--- src/rtl/if_fetch_stage.sv ---
// Instruction-fetch stage: owns the fetch PC, issues word reads to a
// 1-cycle-latency instruction SRAM, and queues {pc, instr, adef} entries
// for decode behind a valid/ready handshake. Redirects flush the queue and
// drop wrong-path responses. A misaligned redirect target produces one ADEF
// entry and halts fetch until the next aligned redirect.
module if_fetch_stage #(
   parameter logic [31:0] RESET_PC  = 32'h1c000000,
   parameter int          DEPTH     = 2,
   parameter logic [31:0] NOP_INSTR = 32'h03400000
) (
   input  logic        clk,
   input  logic        reset,
   output logic        inst_sram_en,
   output logic [31:0] inst_sram_addr,
   input  logic [31:0] inst_sram_rdata,
   input  logic        redirect_valid,
   input  logic [31:0] redirect_pc,
   output logic        out_valid,
   input  logic        out_ready,
   output logic [31:0] out_pc,
   output logic [31:0] out_instr,
   output logic        out_adef
);

   localparam int PTR_W = (DEPTH > 1) ? $clog2(DEPTH) : 1;
   localparam int CNT_W = PTR_W + 1;

   // control state
   logic [31:0]      fetch_pc_q, fetch_pc_d;
   logic             inflight_q, inflight_d;
   logic             halted_q, halted_d;
   logic [PTR_W-1:0] rd_ptr_q, rd_ptr_d;
   logic [PTR_W-1:0] wr_ptr_q, wr_ptr_d;
   logic [CNT_W-1:0] count_q, count_d;

   // data state (never reset; qualified by count/inflight)
   logic [31:0]      inflight_pc_q, inflight_pc_d;
   logic [31:0]      fifo_pc_q    [DEPTH];
   logic [31:0]      fifo_instr_q [DEPTH];
   logic             fifo_adef_q  [DEPTH];

   // FIFO write port
   logic             wr_en;
   logic [PTR_W-1:0] wr_idx;
   logic [31:0]      wr_pc;
   logic [31:0]      wr_instr;
   logic             wr_adef;

   logic             redir_aligned;
   logic             pop;
   logic             resp_push;
   logic             seq_issue;
   logic [CNT_W:0]   occupancy;

   assign redir_aligned = redirect_valid & (redirect_pc[1:0] == 2'b00);

   // Head is exposed straight from the FIFO registers; zeroed when empty or in reset
   assign out_valid = ~reset & (count_q != '0);
   assign out_pc    = out_valid ? fifo_pc_q[rd_ptr_q]    : 32'h0;
   assign out_instr = out_valid ? fifo_instr_q[rd_ptr_q] : 32'h0;
   assign out_adef  = out_valid ? fifo_adef_q[rd_ptr_q]  : 1'b0;

   // A redirect cancels any consumption of the head in the same cycle
   assign pop = out_valid & out_ready & ~redirect_valid;

   // Responses are dropped when a redirect or reset lands in their return cycle
   assign resp_push = inflight_q & ~redirect_valid & ~reset;

   // Slots already committed (buffered + returning) minus the one leaving now;
   // pop implies count >= 1, so this never underflows
   assign occupancy = {1'b0, count_q} + (CNT_W+1)'(inflight_q) - (CNT_W+1)'(pop);
   assign seq_issue = ~halted_q & (occupancy < (CNT_W+1)'(DEPTH));

   assign inst_sram_en   = ~reset & (redirect_valid ? redir_aligned : seq_issue);
   assign inst_sram_addr = redirect_valid ? redirect_pc : fetch_pc_q;

   // Next-state selection for fetch PC, in-flight tracking and FIFO pointers
   always_comb begin
      fetch_pc_d    = fetch_pc_q;
      inflight_d    = 1'b0;
      inflight_pc_d = inflight_pc_q;
      halted_d      = halted_q;
      rd_ptr_d      = rd_ptr_q;
      wr_ptr_d      = wr_ptr_q;
      count_d       = count_q;
      wr_en         = 1'b0;
      wr_idx        = wr_ptr_q;
      wr_pc         = inflight_pc_q;
      wr_instr      = inst_sram_rdata;
      wr_adef       = 1'b0;
      if (redirect_valid) begin
         // flush everything queued; the returning response is wrong-path
         rd_ptr_d = '0;
         wr_ptr_d = '0;
         count_d  = '0;
         if (redir_aligned) begin
            fetch_pc_d    = redirect_pc + 32'd4;
            inflight_d    = 1'b1;
            inflight_pc_d = redirect_pc;
            halted_d      = 1'b0;
         end else begin
            halted_d = 1'b1;
            wr_en    = 1'b1;
            wr_idx   = '0;
            wr_pc    = redirect_pc;
            wr_instr = NOP_INSTR;
            wr_adef  = 1'b1;
            wr_ptr_d = PTR_W'(1);
            count_d  = CNT_W'(1);
         end
      end else begin
         if (seq_issue) begin
            fetch_pc_d    = fetch_pc_q + 32'd4;
            inflight_d    = 1'b1;
            inflight_pc_d = fetch_pc_q;
         end
         if (inflight_q) begin
            wr_en    = 1'b1;
            wr_ptr_d = wr_ptr_q + PTR_W'(1);
         end
         if (pop) begin
            rd_ptr_d = rd_ptr_q + PTR_W'(1);
         end
         count_d = count_q + CNT_W'(inflight_q) - CNT_W'(pop);
      end
   end

   // Control registers with synchronous reset
   always_ff @(posedge clk) begin
      if (reset) begin
         fetch_pc_q <= RESET_PC;
         inflight_q <= 1'b0;
         halted_q   <= 1'b0;
         rd_ptr_q   <= '0;
         wr_ptr_q   <= '0;
         count_q    <= '0;
      end else begin
         fetch_pc_q <= fetch_pc_d;
         inflight_q <= inflight_d;
         halted_q   <= halted_d;
         rd_ptr_q   <= rd_ptr_d;
         wr_ptr_q   <= wr_ptr_d;
         count_q    <= count_d;
      end
   end

   // Data registers: in-flight PC tag and FIFO entry storage
   always_ff @(posedge clk) begin
      inflight_pc_q <= inflight_pc_d;
      if (wr_en && !reset) begin
         fifo_pc_q[wr_idx]    <= wr_pc;
         fifo_instr_q[wr_idx] <= wr_instr;
         fifo_adef_q[wr_idx]  <= wr_adef;
      end
   end

endmodule

--- config.mk ---
export PLATFORM = sky130hd
export DESIGN_NAME = if_fetch_stage
export DESIGN_NICKNAME = d
export VERILOG_FILES = /design/src/rtl/if_fetch_stage.sv
export SDC_FILE = /design/constraint.sdc
export NUM_CORES = 1
export LEC_CHECK = 0
export BUFFER_PORTS_ARGS = -buffer_cell sky130_fd_sc_hd__buf_2
export CAP_MARGIN = 10
export CORE_MARGIN = 2
export CORE_UTILIZATION = 60
export CTS_CLUSTER_DIAMETER = 120
export DETAILED_ROUTE_END_ITERATION = 8
export PLACE_DENSITY = 0.85
export SLEW_MARGIN = 10
export SYNTH_ARGS = -nofsm -noshare
export SYNTH_HDL_FRONTEND = slang
export SYNTH_SLANG_ARGS = --single-unit
--- constraint.sdc ---
create_clock -name clk -period 19.4 [get_ports clk]
set_input_delay 3.88 -clock clk [delete_from_list [all_inputs] [get_ports clk]]
set_output_delay 3.88 -clock clk [all_outputs]
set_load 0.1 [all_outputs]
==> results_dict.tcl, run 1 <==
set metrics [dict create \
    htreeDepth 1 \
    drt_iter0_drc 481 \
    multi_input_area_mm2 0.00315 \
    die_y_um 126 \
    crit_path_start_kind "input port" \
    rsz0062_at_grt "false" \
    synth_warnings 0 \
    synth_edf_count 162 \
    run_status "finished, final reports clean" \
    num_rows 44 \
    synth.distinct_cells 53 \
    cts_resized 0 \
    dieArea_mm2 0.0160 \
    die_x_um 126 \
    yosysSeqAreaShare 0.628 \
    ys_ff_latch 201 \
    io_buffers 166 \
    synth.top_cell.area_share 0.541 \
    layout-drive-gt1-share 0.307 \
    arrival_ns 8.40 \
    grt_max_degree 75 \
    clock_latency_ns 0.49 \
    setup_viol 0 \
    clk_pin_slew_ns 0.06 \
    cts_root_buffer "clkbuf_16" \
    fin_crit_sh 0.633 \
    grt_pass1_wl_mm 30.0 \
    hold_buffers 0 \
    synth_area_leader_cell "edfxtp_1" \
    fp.coreArea_mm2 0.0146 \
    grt_use_total 0.231 \
    max_freq_ghz 0.0814 \
    via_per_inst 5.78 \
    nNetsFinal 923 \
    post_drt_wl_per_cell_um 18.1 \
    path_class "in -> out" \
    syn_area_mm2 0.00898 \
    final-hold-violation-count 0 \
    finalNonFillerCells 1050 \
    place_inst 1012 \
    drv_slew 0 \
    dr.pass1.iters 5 \
    hold_ws_ns 0.461 \
    insertedDiodeCount 0 \
    cts_buffer_depth 3 \
    first_global_vias 5976 \
    syn-instance-count 693 \
    cts_setup_buffers 0 \
    syn_to_final_growth_pct 18.1 \
    synth-main-ff-cell "edfxtp_1" \
    place_congestion 0.881 \
    cts-buffers-inserted 21 \
    powerDensity_mw_per_mm2 101 \
    antenna_left 0 \
    setup_tns_ns 0 \
    vias 6069 \
    endpoint_kind "output port" \
    tritoncts "built" \
    drc 0 \
    synthTopCellsByArea "edfxtp_1 54%, dfxtp_1 8.7%, mux2i_1 8.5%" \
    dp_hpwl_mm 12.1 \
    hold_class "reg -> reg" \
    seqCellArea_mm2 0.00565 \
    n_fill_cell 968 \
    async_flop_share 0 \
    start_util 0.616 \
    crit_fanout 74 \
    worst_slew_pin_slew_ns 1.20 \
    fin_crit_ns 12.28 \
    p_leak_nw 4.08 \
    grt_antenna_before_repair 0 \
    cp.required_ns 15.52 \
    synth_nets 765 \
    syn_area_per_cell_um2 13.0 \
    maxCapViolCount 0 \
    vdd_drop_max_mv 0.101 \
    power_mw 1.08 \
    routed_wl_mm 19.0 \
    overflow 0 \
    fin_skew_ns 0.00796 \
    slew_headroom 0.201 \
    clock-sinks 201 \
    pin_count 167 \
]
==> Yosys cell counts (all sizes together) (3+ instances only) <==
library cell and number:
or3 4, xnor2 6, mux2 51, nand3 21, o21ai 22, nand4 9
mux2i 76, ha 3, nand4b 3, dfxtp 39, a32o 5, nand3b 13
buf 18, a21oi 12, or4 4, nand2b 5, xor2 10, o21a 4
inv 21, edfxtp 162, nor2b 3, nand2 28, nor3 11, and2 32
o211ai 3, a22oi 3, nor2 81, clkbuf 19
==> flip-flops by register name, summed over array words and instances (netlist names), 2 cells and up, named ones only <==
name           cells
fifo_pc_q         64
fetch_pc_q        32
fifo_instr_q      64
fifo_adef_q        2
count_q            2
inflight_pc_q     32
==> final timing paths <==
check,startpoint,to,slack (ns),cells after the start
worst min register to register,fetch_pc_q[0],fetch_pc_q[0],0.46,1
worst max register to register,count_q[1],fetch_pc_q[31],14.82,13
worst max-delay path,redirect_valid,inst_sram_en,7.12,13
worst min-delay path,fetch_pc_q[0],fetch_pc_q[0],0.46,1
==> metal layers <==
metal / routed length (um) / track usage / share of wire / vias to the layer above
met5: 0 / 0 / 0 / -
met4: 498 / 0.0653 / 0.026 / 0
met3: 1180 / 0.0392 / 0.062 / 39
met2: 9000 / 0.387 / 0.47 / 231
met1: 8320 / 0.316 / 0.44 / 2938
li1: - / - / - / 2861
==> per-stage QoR <==
step	util	cell area (um2)	setup slack [ns]
floorplan	-	8980	7.83
global placement	0.684	9980	7.34
detailed placement	0.684	9980	7.13
CTS	0.728	10600	7.16
global route	0.728	10600	6.80
finish	0.728	10600	7.12
==> power by group <==
group | switching, mW | internal [mW] | total (mW)
Combinational | 0.154 | 0.0445 | 0.199
Clock | 0.157 | 0.212 | 0.369
Sequential | 0.0118 | 0.496 | 0.508
Total | 0.323 | 0.753 | 1.08
==> cells in the final DEF (no fill, tap or decap), types with 4 or more instances in the layout <==
master,netlist,final
buf_2,7,166
edfxtp_1,162,162
nor2_1,81,81
mux2i_1,76,76
mux2_2,51,51
dfxtp_1,39,38
and2_1,32,32
nand2_1,28,28
o21ai_0,21,21
nand3_1,21,21
clkbuf_16,0,21
inv_1,19,19
nand3b_1,13,13
a21oi_1,12,11
xor2_1,10,10
nor3_1,11,10
nand4_1,8,8
xnor2_1,6,6
clkinv_2,0,6
clkbuf_1,19,6
buf_4,1,6
nand2b_1,5,5
a32o_1,5,5
o21a_1,4,4
or4_1,4,4
or3_1,4,4
==> cell type report <==
type,count,area share
sequential,201,0.532
multi-input combinational,434,0.296
timing repair buffer,172,0.0825
clock buffer,30,0.0555
tap,184,0.0217
inverter,21,0.00743
clock inverter,8,0.00436
==> worst max-delay path, cell delays in order <==
cell	delay, ns
buf_2	0.08
buf_4	0.60
nor3_1	0.16
ha_1	0.32
inv_1	0.04
ha_1	0.19
fa_1	0.50
nor3_1	0.06
a22oi_2	0.77
inv_2	0.63
nand2b_1	0.58
inv_2	0.21
buf_2	0.34
==> cell families after synthesis <==
| logic type | count (synthesis) | synth area share |
|---|---|---|
| adders and majority gates | 4 | 0.00641 |
| and+or+nand+nor | 222 | 0.127 |
| xor gates and xnor gates | 16 | 0.0156 |
| buffers and inverters | 58 | 0.0265 |
| muxes | 127 | 0.149 |
| AOI/OAI and AO/OA | 65 | 0.0480 |
| DFF | 201 | 0.628 |
Power figures use the tool's default switching activity.
==> run 2: changes to the inputs <==
- CORE_UTILIZATION: 60 -> 50
- PLACE_DENSITY: 0.85 -> 0.76
- clock period: 19.4 -> 9.9 ns (I/O delays scaled with it)
==> run 2 against run 1 <==
Compared with the run above: combinational power grew 97%; wire length fell by 0.57%; utilization down 13 points; total power up 99%; count of clock-buffer cells in the layout decreased by 3; cell count increased by 4.5%; critical endpoint unchanged; highest routed layer unchanged.
==> results_dict.tcl, run 2 (synthesis gave the netlist of run 1 again) <==
set metrics [dict create \
    place_congestion 0.861 \
    first_global_vias 5874 \
    slowest_stage "a22oi_2" \
    die_y_um 138 \
    grt_use_total 0.194 \
    max_freq_ghz 0.122 \
    final-hold-violation-count 0 \
    fp.coreArea_mm2 0.0178 \
    clock-sinks 201 \
    vias 5941 \
    preCtsSetupSlack_ns 1.65 \
    layout-drive-gt1-share 0.303 \
    worstPathCellList "buf_2, nor3_1, ha_1, inv_1, ha_1, fa_1, nor3_1, a22oi_2, inv_2, nand2b_1, inv_2, buf_2" \
    die_x_um 138 \
    dieArea_mm2 0.0191 \
    via_per_inst 5.42 \
    grt_antenna_before_repair 0 \
    path_delay_family "buffers and inverters" \
    tritoncts "built" \
    final_area_mm2 0.0107 \
    run_status "finished, final reports clean" \
    antenna_left 0 \
    clock_latency_ns 0.50 \
    post_drt_wl_per_cell_um 17.2 \
    num_rows 49 \
    cts_root_buffer "clkbuf_16" \
    setup_viol 0 \
    cp_num_buf_inv 5 \
    pin_count 167 \
    rsz0062_at_grt "false" \
    place_inst 1059 \
    finalNonFillerCells 1097 \
    nNetsFinal 925 \
    worst_slew_pin_slew_ns 0.969 \
    top_regs "fifo_instr_q (64), fifo_pc_q (64)" \
    layout_setup_ws_ns 1.71 \
    powerDensity_mw_per_mm2 200 \
    layout_commonest_cell "buf_2" \
    cts_setup_buffers 0 \
    cts-buffers-inserted 21 \
    crit_path_start_kind "input port" \
    p_leak_nw 4.10 \
    fin_skew_ns 0.0119 \
    cp.required_ns 7.92 \
    hold_buffers 0 \
    maxCapViolCount 0 \
    cts_buffer_depth 3 \
    setup_tns_ns 0 \
    htreeDepth 1 \
    final_cell_mix "166 x buf_2, 162 x edfxtp_1, 81 x nor2_1" \
    overflow 0 \
    grt_pass1_wl_mm 30.3 \
    vdd_drop_max_mv 0.162 \
    endpoint_kind "output port" \
    dp_hpwl_mm 12.2 \
    routed_wl_mm 18.9 \
    drv_slew 0 \
    drt_iter0_drc 280 \
    hold_class "reg -> reg" \
    start_util 0.505 \
    power_mw 2.14 \
    drc 0 \
    insertedDiodeCount 0 \
    cts_resized 0 \
    grt_max_degree 74 \
    slew_headroom 0.352 \
    crit_fanout 40 \
    fin_crit_ns 8.19 \
    arrival_ns 6.21 \
    n_fill_cell 1441 \
    syn_to_final_growth_pct 19.2 \
    place_area_mm2 0.0101 \
    path_class "in -> out" \
    clk_pin_slew_ns 0.06 \
    slowest_delay_ns 0.75 \
    io_buffers 166 \
    dr.pass1.iters 4 \
    fin_crit_sh 0.827 \
]
run 2: cell count changes in the layout (fill, tap and decap cells not counted), sizes merged:
cell / change
clkbuf: -3
clkinv: +2
clkinvlp: -1
buf: +2
bufinv: +2
run 2: path summary, 6_finish.rpt:
kind | start | cells past startpoint | slack, ns | end
worst min-delay path | fetch_pc_q[21] | 1 | 0.47 | fetch_pc_q[21]
worst min register to register | fetch_pc_q[21] | 1 | 0.47 | fetch_pc_q[21]
worst max-delay path | reset | 12 | 1.71 | inst_sram_en
worst max register to register | count_q[1] | 13 | 5.34 | fetch_pc_q[31]
run 2: through the flow:
stage / utilization / hold slack [ns]
after CTS: 0.602 / 0.467
after global routing: 0.602 / 0.496
final: 0.602 / 0.467
after floorplan: - / 0.421
after detailed placement: 0.565 / 0.449
after global placement: 0.565 / 0.442
run 2: routing by layer:
layer,part of all wire,GRT usage,wire (um)
met1,0.46,0.274,8720
met5,0,0,0
met3,0.050,0.0339,944
met4,0.018,0.0559,346
met2,0.47,0.313,8870
run 2: final cells by class:
type	instances	area, um2	share of cell area
clock buffers	27	558	0.0521
clock inverters	11	101	0.00946
inverters	21	78.8	0.00736
multi-input cells	434	3150	0.294
flip-flops and latches	201	5650	0.527
well taps	229	287	0.0268
repair buffers	174	891	0.0832
run 2: power breakdown:
| part | total, mW | internal, mW | switching [mW] |
|---|---|---|---|
| Combinational | 0.393 | 0.0870 | 0.306 |
| Clock | 0.755 | 0.449 | 0.306 |
| Sequential | 0.990 | 0.972 | 0.0181 |
